$ cat src/rtl/boot_rom_loader.sv
// boot_rom_loader: copies a block of 32-bit words from the boot ROM read port into a data-RAM write port.
// Ports: clk, rst_n (async active-low); start_i/src_base_i/dst_base_i/word_count_i describe the copy;
// busy_o/done_o/checksum_o report progress; rom_en_o/rom_addr_o/rom_rdata_i drive the ROM read port;
// ram_req_o/ram_gnt_i/ram_addr_o/ram_we_o/ram_be_o/ram_wdata_o drive the RAM write port.
module boot_rom_loader #(
    parameter int ROM_ADDR_WIDTH = 10,
    parameter int RAM_ADDR_WIDTH = 32
) (
    input  logic                      clk,
    input  logic                      rst_n,
    input  logic                      start_i,
    input  logic [ROM_ADDR_WIDTH-1:0] src_base_i,
    input  logic [RAM_ADDR_WIDTH-1:0] dst_base_i,
    input  logic [ROM_ADDR_WIDTH:0]   word_count_i,
    output logic                      busy_o,
    output logic                      done_o,
    output logic [31:0]               checksum_o,
    output logic                      rom_en_o,
    output logic [ROM_ADDR_WIDTH-1:0] rom_addr_o,
    input  logic [31:0]               rom_rdata_i,
    output logic                      ram_req_o,
    input  logic                      ram_gnt_i,
    output logic [RAM_ADDR_WIDTH-1:0] ram_addr_o,
    output logic                      ram_we_o,
    output logic [3:0]                ram_be_o,
    output logic [31:0]               ram_wdata_o
);
    typedef enum logic [2:0] {IDLE, RD, WAIT, WR, DONE} state_t;
    state_t state, state_nx;
    logic [ROM_ADDR_WIDTH-1:0] src;
    logic [RAM_ADDR_WIDTH-1:0] dst;
    logic [ROM_ADDR_WIDTH:0]   cnt;
    logic [31:0]               data;
    logic [31:0]               sum;
    always_ff @(posedge clk or negedge rst_n) begin
        if (!rst_n) begin
            state <= IDLE;
            src   <= '0;
            dst   <= '0;
            cnt   <= '0;
            data  <= '0;
            sum   <= '0;
        end else begin
            state <= state_nx;
            if (state == IDLE && start_i) begin
                sum <= '0;
                if (word_count_i != '0) begin
                    src <= src_base_i;
                    dst <= dst_base_i & ~RAM_ADDR_WIDTH'(3);
                    cnt <= word_count_i;
                end
            end
            if (state == WAIT) begin
                data <= rom_rdata_i;
                sum  <= sum + rom_rdata_i;
            end
            if (state == WR && ram_gnt_i) begin
                src <= src + ROM_ADDR_WIDTH'(1);
                dst <= dst + RAM_ADDR_WIDTH'(4);
                cnt <= cnt - (ROM_ADDR_WIDTH + 1)'(1);
            end
        end
    end
    always_comb begin
        state_nx = state;
        case (state)
            IDLE:    state_nx = start_i ? ((word_count_i == '0) ? DONE : RD) : IDLE;
            RD:      state_nx = WAIT;
            WAIT:    state_nx = WR;
            WR:      state_nx = ram_gnt_i ? ((cnt == (ROM_ADDR_WIDTH + 1)'(1)) ? DONE : RD) : WR;
            default: state_nx = IDLE;
        endcase
    end
    assign busy_o      = (state == RD) || (state == WAIT) || (state == WR);
    assign done_o      = (state == DONE);
    assign rom_en_o    = (state == RD);
    assign ram_req_o   = (state == WR);
    assign ram_we_o    = ram_req_o;
    assign ram_be_o    = {4{ram_req_o}};
    assign rom_addr_o  = src;
    assign ram_addr_o  = dst;
    assign ram_wdata_o = data;
    assign checksum_o  = sum;
endmodule

$ cat config.mk
export PLATFORM = sky130hd
export DESIGN_NAME = boot_rom_loader
export DESIGN_NICKNAME = d
export VERILOG_FILES = /design/src/rtl/boot_rom_loader.sv
export SDC_FILE = /design/constraint.sdc
export NUM_CORES = 1
export LEC_CHECK = 0
export ABC_AREA = 1
export CORE_AREA = 3 3 128 143
export DETAILED_ROUTE_END_ITERATION = 6
export DIE_AREA = 0 0 131 146
export GPL_TIMING_DRIVEN = 1
export PLACE_DENSITY = 0.79
export SETUP_SLACK_MARGIN = 0.05
export SLEW_MARGIN = 20
export SYNTH_ARGS = -nofsm -noshare
export SYNTH_HDL_FRONTEND = slang
export SYNTH_SLANG_ARGS = --single-unit
$ cat constraint.sdc
create_clock -name clk -period 5.6 [get_ports clk]
set_clock_uncertainty 0.05 [all_clocks]
set_input_delay 0.84 -clock clk [delete_from_list [all_inputs] [get_ports clk]]
set_output_delay 0.84 -clock clk [all_outputs]
set_load 0.05 [all_outputs]
==> impl_metrics.ini, run 1 <==
[job]
max_cap_viol_count = 0

[grt]
grt_pass1_wl_um = 41800
grt_max_degree = 64
grt_antenna_before_repair = 0
grt_pass1_vias = 8672
groute.usage.overall_pct = 27.0
globalRoute.totalOverflow = 0

[final_layout]
area_growth_pct = 31.7
fin_util_pct = 65.5
drive_above_1_share_pct = 5.35
fin_nets = 1589

[clock_tree]
cts_max_path_buffers = 2
root_buffer = clkbuf_16
postCtsSetupRepairBufs = 0
worst_skew_pair.late_latency_ns = 0.42
clock_sinks = 118
cts_buffers = 17
htree_num_levels = 4
cts_tree = yes
ctsHoldBuffers = 0
ctsResizeCount = 0
clk_pin_slew_ns = 0.06

[drt]
wl_um = 25500
drt_iter0_drc = 662
wl_per_cell_um = 14.9
vias_per_cell = 5.14
first_pass_iters = 6
route.detailed.drc = 0
ant_nets = 0
num_vias = 8788

[placement]
portBuffers = 199
dp_hpwl_um = 18700
gp_congestion = 0.938

[floorplanning]
die_y_um = 146
start_util_pct = 49.7
ios = 204
die_w_um = 131
fp-row-count = 50
coreArea_mm2 = 0.0170
dieArea_mm2 = 0.0191

[synthesis]
yosysMostFrequentCell = nand2_1
synth_top_flop_cell = dfrtp_1
synth-seq-area-share_pct = 35.0
synth_top_area_share_pct = 35.0
synth_area_mm2 = 0.00843
syn_inst = 1278
yosys.area.top_type = dfrtp_1
synth.distinct_cells = 45
avgSynthCellArea_um2 = 6.59
yosysWarnings = 0
synth_seq_cells = 118
synthArstFlopShare_pct = 100
synthTopCellsByArea = dfrtp_1 35%, nand2_1 23%, inv_1 7.3%
synth_edf_count = 0
yosys-top-cells-count = 511 x nand2_1, 164 x inv_1, 118 x dfrtp_1

[pwr]
max-vdd-ir-drop_v = 0.000334
comb_power_share_pct = 63.0
p_per_area_mw_per_mm2 = 676
swShare_pct = 54.1
power.switching_mw = 4.06
p_leak_nw = 5.61
p_seq_share_pct = 22.6
intPower_mw = 3.44
clock_power_share_pct = 14.3

[worst_setup_path]
start_kind = flip-flop
cp_cell_sequence = inv_2 -> nand2_1 -> inv_2 -> nand2_4 -> inv_2 -> clkdlybuf4s50_1
critPathArrivalTime_ns = 2.14
slowest_delay_ns = 0.84
crit_fanout = 7
worstSetupPathType = reg -> out
crit_top_cell = inv_2
crit_required_ns = 4.71
setup.worst_path.end_class = primary output
cpMaxStageDelayCell = clkdlybuf4s50_1

[timing]
max_freq_ghz = 0.330
hold_violations = 0
relSlewSlack_pct = 44.1
fin_crit_ns = 3.03
final.setup.tns_ns = 0
setup_violations = 0
slew_violations = 0
grt_setup_unrepaired = no
finalCritPeriodShare_pct = 54.2
worst_pin_slew_ns = 0.839

[status]
outcome = finished clean

[worst_hold_path]
hold_class = reg -> reg
==> layer usage <==
layer | track usage (%) | wire length, µm | vias to the layer above
li1 | - | - | 4422
met2 | 46.5 | 12600 | 304
met4 | 9.62 | 553 | 0
met1 | 34.2 | 10800 | 4021
met5 | 0 | 0 | -
met3 | 3.82 | 1490 | 41
==> area by class of cell <==
class	count	area [µm²]
Sequential cell	118	2950
Antenna cell	1	2.50
Timing Repair Buffer	203	2020
Clock inverter	8	72.6
Inverter	173	649
Clock buffer	23	498
Tap cell	234	293
Multi-Input combinational cell	951	4610
Fill cell	1498	5850
==> metrics by stage <==
step	area [µm²]	std cells	power (mW)	hold slack (ns)	worst slack [ns]
after floorplan	8430	1279	4.99	0.392	3.20
after global placement	10500	1679	6.32	0.404	2.24
after detailed placement	10500	1679	6.41	0.409	2.21
after CTS	11100	1710	7.52	0.423	2.55
after global routing	11100	1710	8.04	0.440	2.43
final	11100	1711	7.50	0.420	2.57
==> logic make-up after synthesis <==
kind of cell / after synthesis / share of synthesized area (%)
AO/OA/AOI/OAI: 133 / 9.10
other: 1 / 0.0445
XOR/XNOR: 11 / 1.14
AND/OR/NAND/NOR: 769 / 38.9
buffers and inverters: 210 / 10.3
flip-flops: 118 / 35.0
adder cells (fa/ha/maj): 36 / 5.44
==> placed cells by master, fill, tap and decap left out, drive strengths merged, types with 13 or more instances in the layout <==
master / n
nand2: 518
nor2: 104
a21oi: 35
nand3: 90
nand3b: 13
inv: 173
o21ai: 56
o211ai: 15
clkdlybuf4s50: 198
nand4: 16
nor3: 18
clkbuf: 23
ha: 35
dfrtp: 118
==> critical path, delay by kind of cell, from the launching register on <==
| family | cells | cell delay (ns) |
|---|---|---|
| flip-flops | 1 | 0.37 |
| buffers and inverters | 4 | 1.16 |
| AND/OR/NAND/NOR | 2 | 0.19 |
==> power groups by stage <==
stage          clock [mW]  sequential (mW)  combinational (mW)
2_1_floorplan           0             2.86                2.13
3_3_place_gp            0             1.68                4.64
3_5_place_dp            0             1.70                4.72
4_1_cts              1.08             1.69                4.74
5_1_grt              1.12             1.76                5.16
6_report             1.07             1.70                4.73
==> final timing paths <==
path / startpoint / end / slack [ns] / cells after the start
min in group asynchronous: rst_n / rom_addr_o[2]$_DFFE_PN0P_ / 0.45 / 1
worst min-delay path: ram_wdata_o[16]$_DFFE_PN0P_ / ram_wdata_o[16]$_DFFE_PN0P_ / 0.42 / 2
worst max register to register: state[2]$_DFF_PN0_ / ram_addr_o[31]$_DFFE_PN0P_ / 3.00 / 12
max in group asynchronous: rst_n / ram_addr_o[24]$_DFFE_PN0P_ / 3.81 / 2
worst max-delay path: state[2]$_DFF_PN0_ / ram_we_o / 2.57 / 6
worst min register to register: ram_wdata_o[16]$_DFFE_PN0P_ / ram_wdata_o[16]$_DFFE_PN0P_ / 0.42 / 2
==> flip-flops by register name (all words and copies together) (netlist names) <==
name         count
checksum_o      32
state            3
cnt             11
ram_addr_o      30
rom_addr_o      10
ram_wdata_o     32
No activity file was read; power rests on OpenSTA's default activity.
==> inputs of run 2 (changes only) <==
Clock period 5.6 ns to 3.1 ns, I/O delays scaled along.
==> run 2 against run 1 <==
  * Combinational power up 81%
  * Critical path depth unchanged
  * Worst setup slack worse by 2.1 ns
  * Routed wire length down 2.6%
  * First-iteration DRC count down 23%
  * Count of clock-buffer cells in the layout down 1
  * Cell area up 0.46%
  * Critical path type unchanged
  * Critical endpoint unchanged
==> impl_metrics.ini, run 2 (synthesis gave the netlist of run 1 again) <==
[status]
outcome = finished clean

[final_layout]
antennaDiodeCount = 0
fin_nets = 1595
fin_util_pct = 65.8
fillers = 1541
drive_above_1_share_pct = 5.60
final_cell_mix = 511 x nand2_1, 198 x clkdlybuf4s50_1, 164 x inv_1
final_area_mm2 = 0.0112
final_common_cell = nand2_1
area_growth_pct = 32.4

[drt]
route.detailed.drc = 0
first_pass_iters = 5
num_vias = 8744
wl_um = 24800
ant_nets = 0
drt_iter0_drc = 507
vias_per_cell = 5.10
wl_per_cell_um = 14.5

[worst_setup_path]
critPathArrivalTime_ns = 2.12
setup.worst_path.end_class = primary output
crit_fanout = 7
crit_required_ns = 2.58
start_kind = flip-flop
worstSetupPathType = reg -> out

[timing]
relSlewSlack_pct = 50.9
grt_setup_unrepaired = no
slew_violations = 0
hold_violations = 0
setup_violations = 0
final.setup.tns_ns = 0
fin_crit_ns = 2.64
worst_hold_slack_ns = 0.0593
worst_pin_slew_ns = 0.736
max_freq_ghz = 0.379
finalCritPeriodShare_pct = 85.1

[floorplanning]
die_w_um = 131
ios = 204
dieArea_mm2 = 0.0191
start_util_pct = 49.7
fp-row-count = 50
coreArea_mm2 = 0.0170
die_y_um = 146

[clock_tree]
worst_skew_pair.late_latency_ns = 0.42
postCtsSetupRepairBufs = 0
ctsHoldBuffers = 0
clk_pin_slew_ns = 0.06
htree_num_levels = 4
cts_buffers = 17
root_buffer = clkbuf_16
cts_max_path_buffers = 2
ctsResizeCount = 0
clock_sinks = 118
cts_tree = yes

[placement]
gp_congestion = 0.926
dp_hpwl_um = 18500
placed_area_mm2 = 0.0106
portBuffers = 199

[worst_hold_path]
hold_class = in -> async

[pwr]
p_per_area_mw_per_mm2 = 1220
max-vdd-ir-drop_v = 0.000588
p_leak_nw = 5.64

[grt]
grt_antenna_before_repair = 0
grt_pass1_vias = 8528
globalRoute.totalOverflow = 0
grt_pass1_wl_um = 40200
grt_max_degree = 119
groute.usage.overall_pct = 25.8

[job]
max_cap_viol_count = 0
run 2: changes by cell type in the layout (fill, tap and decap cells not counted), sizes merged:
cell,previous run,this run
clkbuf,23,22
diode,1,0
bufinv,1,2
buf,5,11
run 2: through the flow:
| step | worst slack, ns | std cells | power (mW) |
|---|---|---|---|
| floorplan | 0.810 | 1279 | 9.01 |
| global placement | 0.284 | 1685 | 11.5 |
| detailed placement | 0.219 | 1685 | 11.6 |
| CTS | 0.433 | 1716 | 13.6 |
| global route | 0.375 | 1716 | 14.5 |
| finish | 0.461 | 1716 | 13.6 |
run 2: worst max-delay path, cell delays in order (launching register included):
cell and delay (ns):
dfrtp_1 0.37, inv_2 0.08, nand2_1 0.11, inv_2 0.09
nand2_4 0.07, inv_2 0.14, clkdlybuf4s50_1 0.84
run 2: power by group:
part / leakage [nW] / internal [mW] / switching, mW / total [mW]
clock: 0.272 / 1.21 / 0.721 / 1.94
sequential: 1.45 / 2.30 / 0.755 / 3.06
combinational: 3.92 / 2.76 / 5.80 / 8.56
total: 5.64 / 6.27 / 7.28 / 13.6
run 2: final timing paths:
kind | start | end | cells past startpoint | slack, ns
setup reg to reg | checksum_o[0]$_DFFE_PN0P_ | checksum_o[28]$_DFFE_PN0P_ | 13 | 0.81
hold reg to reg | ram_wdata_o[11]$_DFFE_PN0P_ | ram_wdata_o[11]$_DFFE_PN0P_ | 2 | 0.42
min in group clk | ram_wdata_o[11]$_DFFE_PN0P_ | ram_wdata_o[11]$_DFFE_PN0P_ | 2 | 0.42
hold / removal | rst_n | rom_addr_o[2]$_DFFE_PN0P_ | 2 | 0.06
setup / recovery | state[2]$_DFF_PN0_ | ram_we_o | 6 | 0.46
max in group asynchronous | rst_n | ram_wdata_o[8]$_DFFE_PN0P_ | 2 | 2.42
run 2: routing by layer:
layer	wire length [µm]	global-route usage, %	part of all wire (%)	vias up
li1	-	-	-	4420
met4	576	8.64	2.3	0
met5	0	0	0	-
met3	1640	4.74	6.6	46
met2	12100	43.9	49	310
met1	10500	32.8	42	3968
run 2: cell type report:
cell class / instances / area, µm² / share of cell area [%]
clock inverters: 9 / 103 / 0.920
inverters: 173 / 649 / 5.82
repair buffers: 209 / 2080 / 18.6
clock buffers: 22 / 464 / 4.16
multi-input cells: 951 / 4610 / 41.4
flip-flops and latches: 118 / 2950 / 26.5
well taps: 234 / 293 / 2.63
==> inputs of run 3 (changes only) <==
Clock period 3.1 ns to 2.48 ns, I/O delays scaled along.
==> run 3 against run 2 <==
  * Cell area is 1.3% higher
  * Critical endpoint is now ram_be_o[0]
  * Utilization grew 0.83 points
  * Critical path depth is the same
  * Sequential power up 26%
  * Sequential cell count did not move
  * Count of clock-buffer cells in the layout down 4
  * Hold slack improved by 0.33 ns
  * Combinational power increased by 26%
  * First-iteration DRC count grew 0.20%
  * Sequential share of layout area is 0.33 points lower
  * Cell count is 0.87% higher
  * Die area stayed put
==> impl_metrics.ini, run 3 (synthesis gave the netlist of run 1 again) <==
[grt]
grt_pass1_wl_um = 41000
grt_pass1_vias = 8524
groute.usage.overall_pct = 26.6
globalRoute.totalOverflow = 0
grt_antenna_before_repair = 0
grt_max_degree = 51

[clock_tree]
cts_buffers = 17
cts_tree = yes
clk_pin_slew_ns = 0.06
clock_sinks = 118
htree_num_levels = 4
postCtsSetupRepairBufs = 0
worst_skew_pair.late_latency_ns = 0.42
cts_max_path_buffers = 2
root_buffer = clkbuf_16

[drt]
num_vias = 8791
drt_iter0_drc = 508
wl_per_cell_um = 14.5
ant_nets = 0
vias_per_cell = 5.08
first_pass_iters = 6
wl_um = 25100
route.detailed.drc = 0

[worst_setup_path]
critPathArrivalTime_ns = 1.85
slowest_delay_ns = 0.55
start_kind = flip-flop
crit_required_ns = 2.06
crit_top_cell = inv_2
crit_buf_inv = 4
r2r_setup_slack_ns = 0.37
worstSetupPathType = reg -> out
cpMaxStageDelayCell = dlygate4sd2_1
setup.worst_path.end_class = primary output
cp_top_family = buffers and inverters
cp_cell_sequence = inv_2 -> nand2_1 -> inv_2 -> nand2_4 -> inv_2 -> dlygate4sd2_1
crit_fanout = 7

[floorplanning]
coreArea_mm2 = 0.0170
ios = 204
dieArea_mm2 = 0.0191
fp-row-count = 50
start_util_pct = 49.7
die_w_um = 131
die_y_um = 146

[final_layout]
drive_above_1_share_pct = 7.08
antennaDiodeCount = 0
fillers = 1473
regArea_mm2 = 0.00295
final_area_mm2 = 0.0113
multi_input_area_mm2 = 0.00461
final_cell_mix = 511 x nand2_1, 189 x clkdlybuf4s50_1, 164 x inv_1
fin_util_pct = 66.6
fin_nets = 1610
area_growth_pct = 34.0
final_cells = 1731
final_common_cell = nand2_1

[placement]
portBuffers = 199
gp_congestion = 0.945
dp.cells = 1699
dp_hpwl_um = 19000
placed_area_mm2 = 0.0107

[timing]
finalCritPeriodShare_pct = 91.5
max_freq_ghz = 0.441
grt_setup_unrepaired = no
worst_pin_slew_ns = 0.601
fin_crit_ns = 2.27
worst_hold_slack_ns = 0.388
hold_violations = 0
slew_violations = 0
relSlewSlack_pct = 59.8
setup_violations = 0

[pwr]
p_leak_nw = 5.75
p_total_mw = 17.2
max-vdd-ir-drop_v = 0.000812
p_per_area_mw_per_mm2 = 1520

[status]
outcome = finished clean

[job]
max_cap_viol_count = 0

[worst_hold_path]
hold_class = in -> async
-- run 3: cell types whose count changed in the layout (fill, tap and decap cells not counted), moves of 2 or more --
cell,before,now
clkdlybuf4s50_1,198,189
clkinvlp_4,3,5
clkbuf_1,3,0
buf_4,10,29
dlygate4sd2_1,0,2
-- run 3: power breakdown --
group          switching, mW  leakage, nW  total (mW)  internal, mW
registers              0.975         1.45        3.85          2.87
clock network          0.937        0.280        2.53          1.59
logic                   7.27         4.02        10.8          3.51
total                   9.18         5.75        17.2          7.98
-- run 3: final cells by class --
type / instances / share of cell area (%)
Tap cell: 234 / 2.59
Timing Repair Buffer: 224 / 19.4
Clock inverter: 13 / 1.38
Clock buffer: 18 / 3.89
Inverter: 173 / 5.75
Multi-Input combinational cell: 951 / 40.8
Sequential cell: 118 / 26.1
-- run 3: path summary, 6_finish.rpt --
check / from / end / depth (start not counted)
max: state[2]$_DFF_PN0_ / ram_be_o[0] / 6
min: rst_n / rom_addr_o[2]$_DFFE_PN0P_ / 2
max reg2reg: checksum_o[0]$_DFFE_PN0P_ / checksum_o[12]$_DFFE_PN0P_ / 12
min reg2reg: ram_wdata_o[16]$_DFFE_PN0P_ / ram_wdata_o[16]$_DFFE_PN0P_ / 2
max in group asynchronous: rst_n / checksum_o[1]$_DFFE_PN0P_ / 3
min in group clk: ram_wdata_o[16]$_DFFE_PN0P_ / ram_wdata_o[16]$_DFFE_PN0P_ / 2
-- run 3: repair_timing --
item / in CTS / in global routing
gates resized for setup: 2 / 1
endpoints found under the hold margin: 28 / 0
pin swaps: 0 / 0
endpoints found under the setup margin: 2 / 1
hold buffers: 1 / 0
-- run 3: worst reg2reg max path: cells and delay by family (launching register included) --
family	cells	cell delay, ns
AOI/OAI and AO/OA	3	0.37
buffers and inverters	3	0.29
and+or+nand+nor	4	0.38
DFF	1	0.37
adders and majority gates	2	0.53
-- run 3: per-layer routing --
layer  part of all wire [%]  track usage (%)
met1                     43             34.6
met2                     49             44.6
met3                    6.1             4.48
met4                    2.0             8.44
met5                      0                0
-- run 3: per-stage QoR --
step	setup TNS, ns	setup slack [ns]
floorplan	0	0.190
detailed placement	-0.424	-0.0875
global placement	-0.204	-0.0520
finish	0	0.212
global route	0	0.0895
CTS	0	0.0608
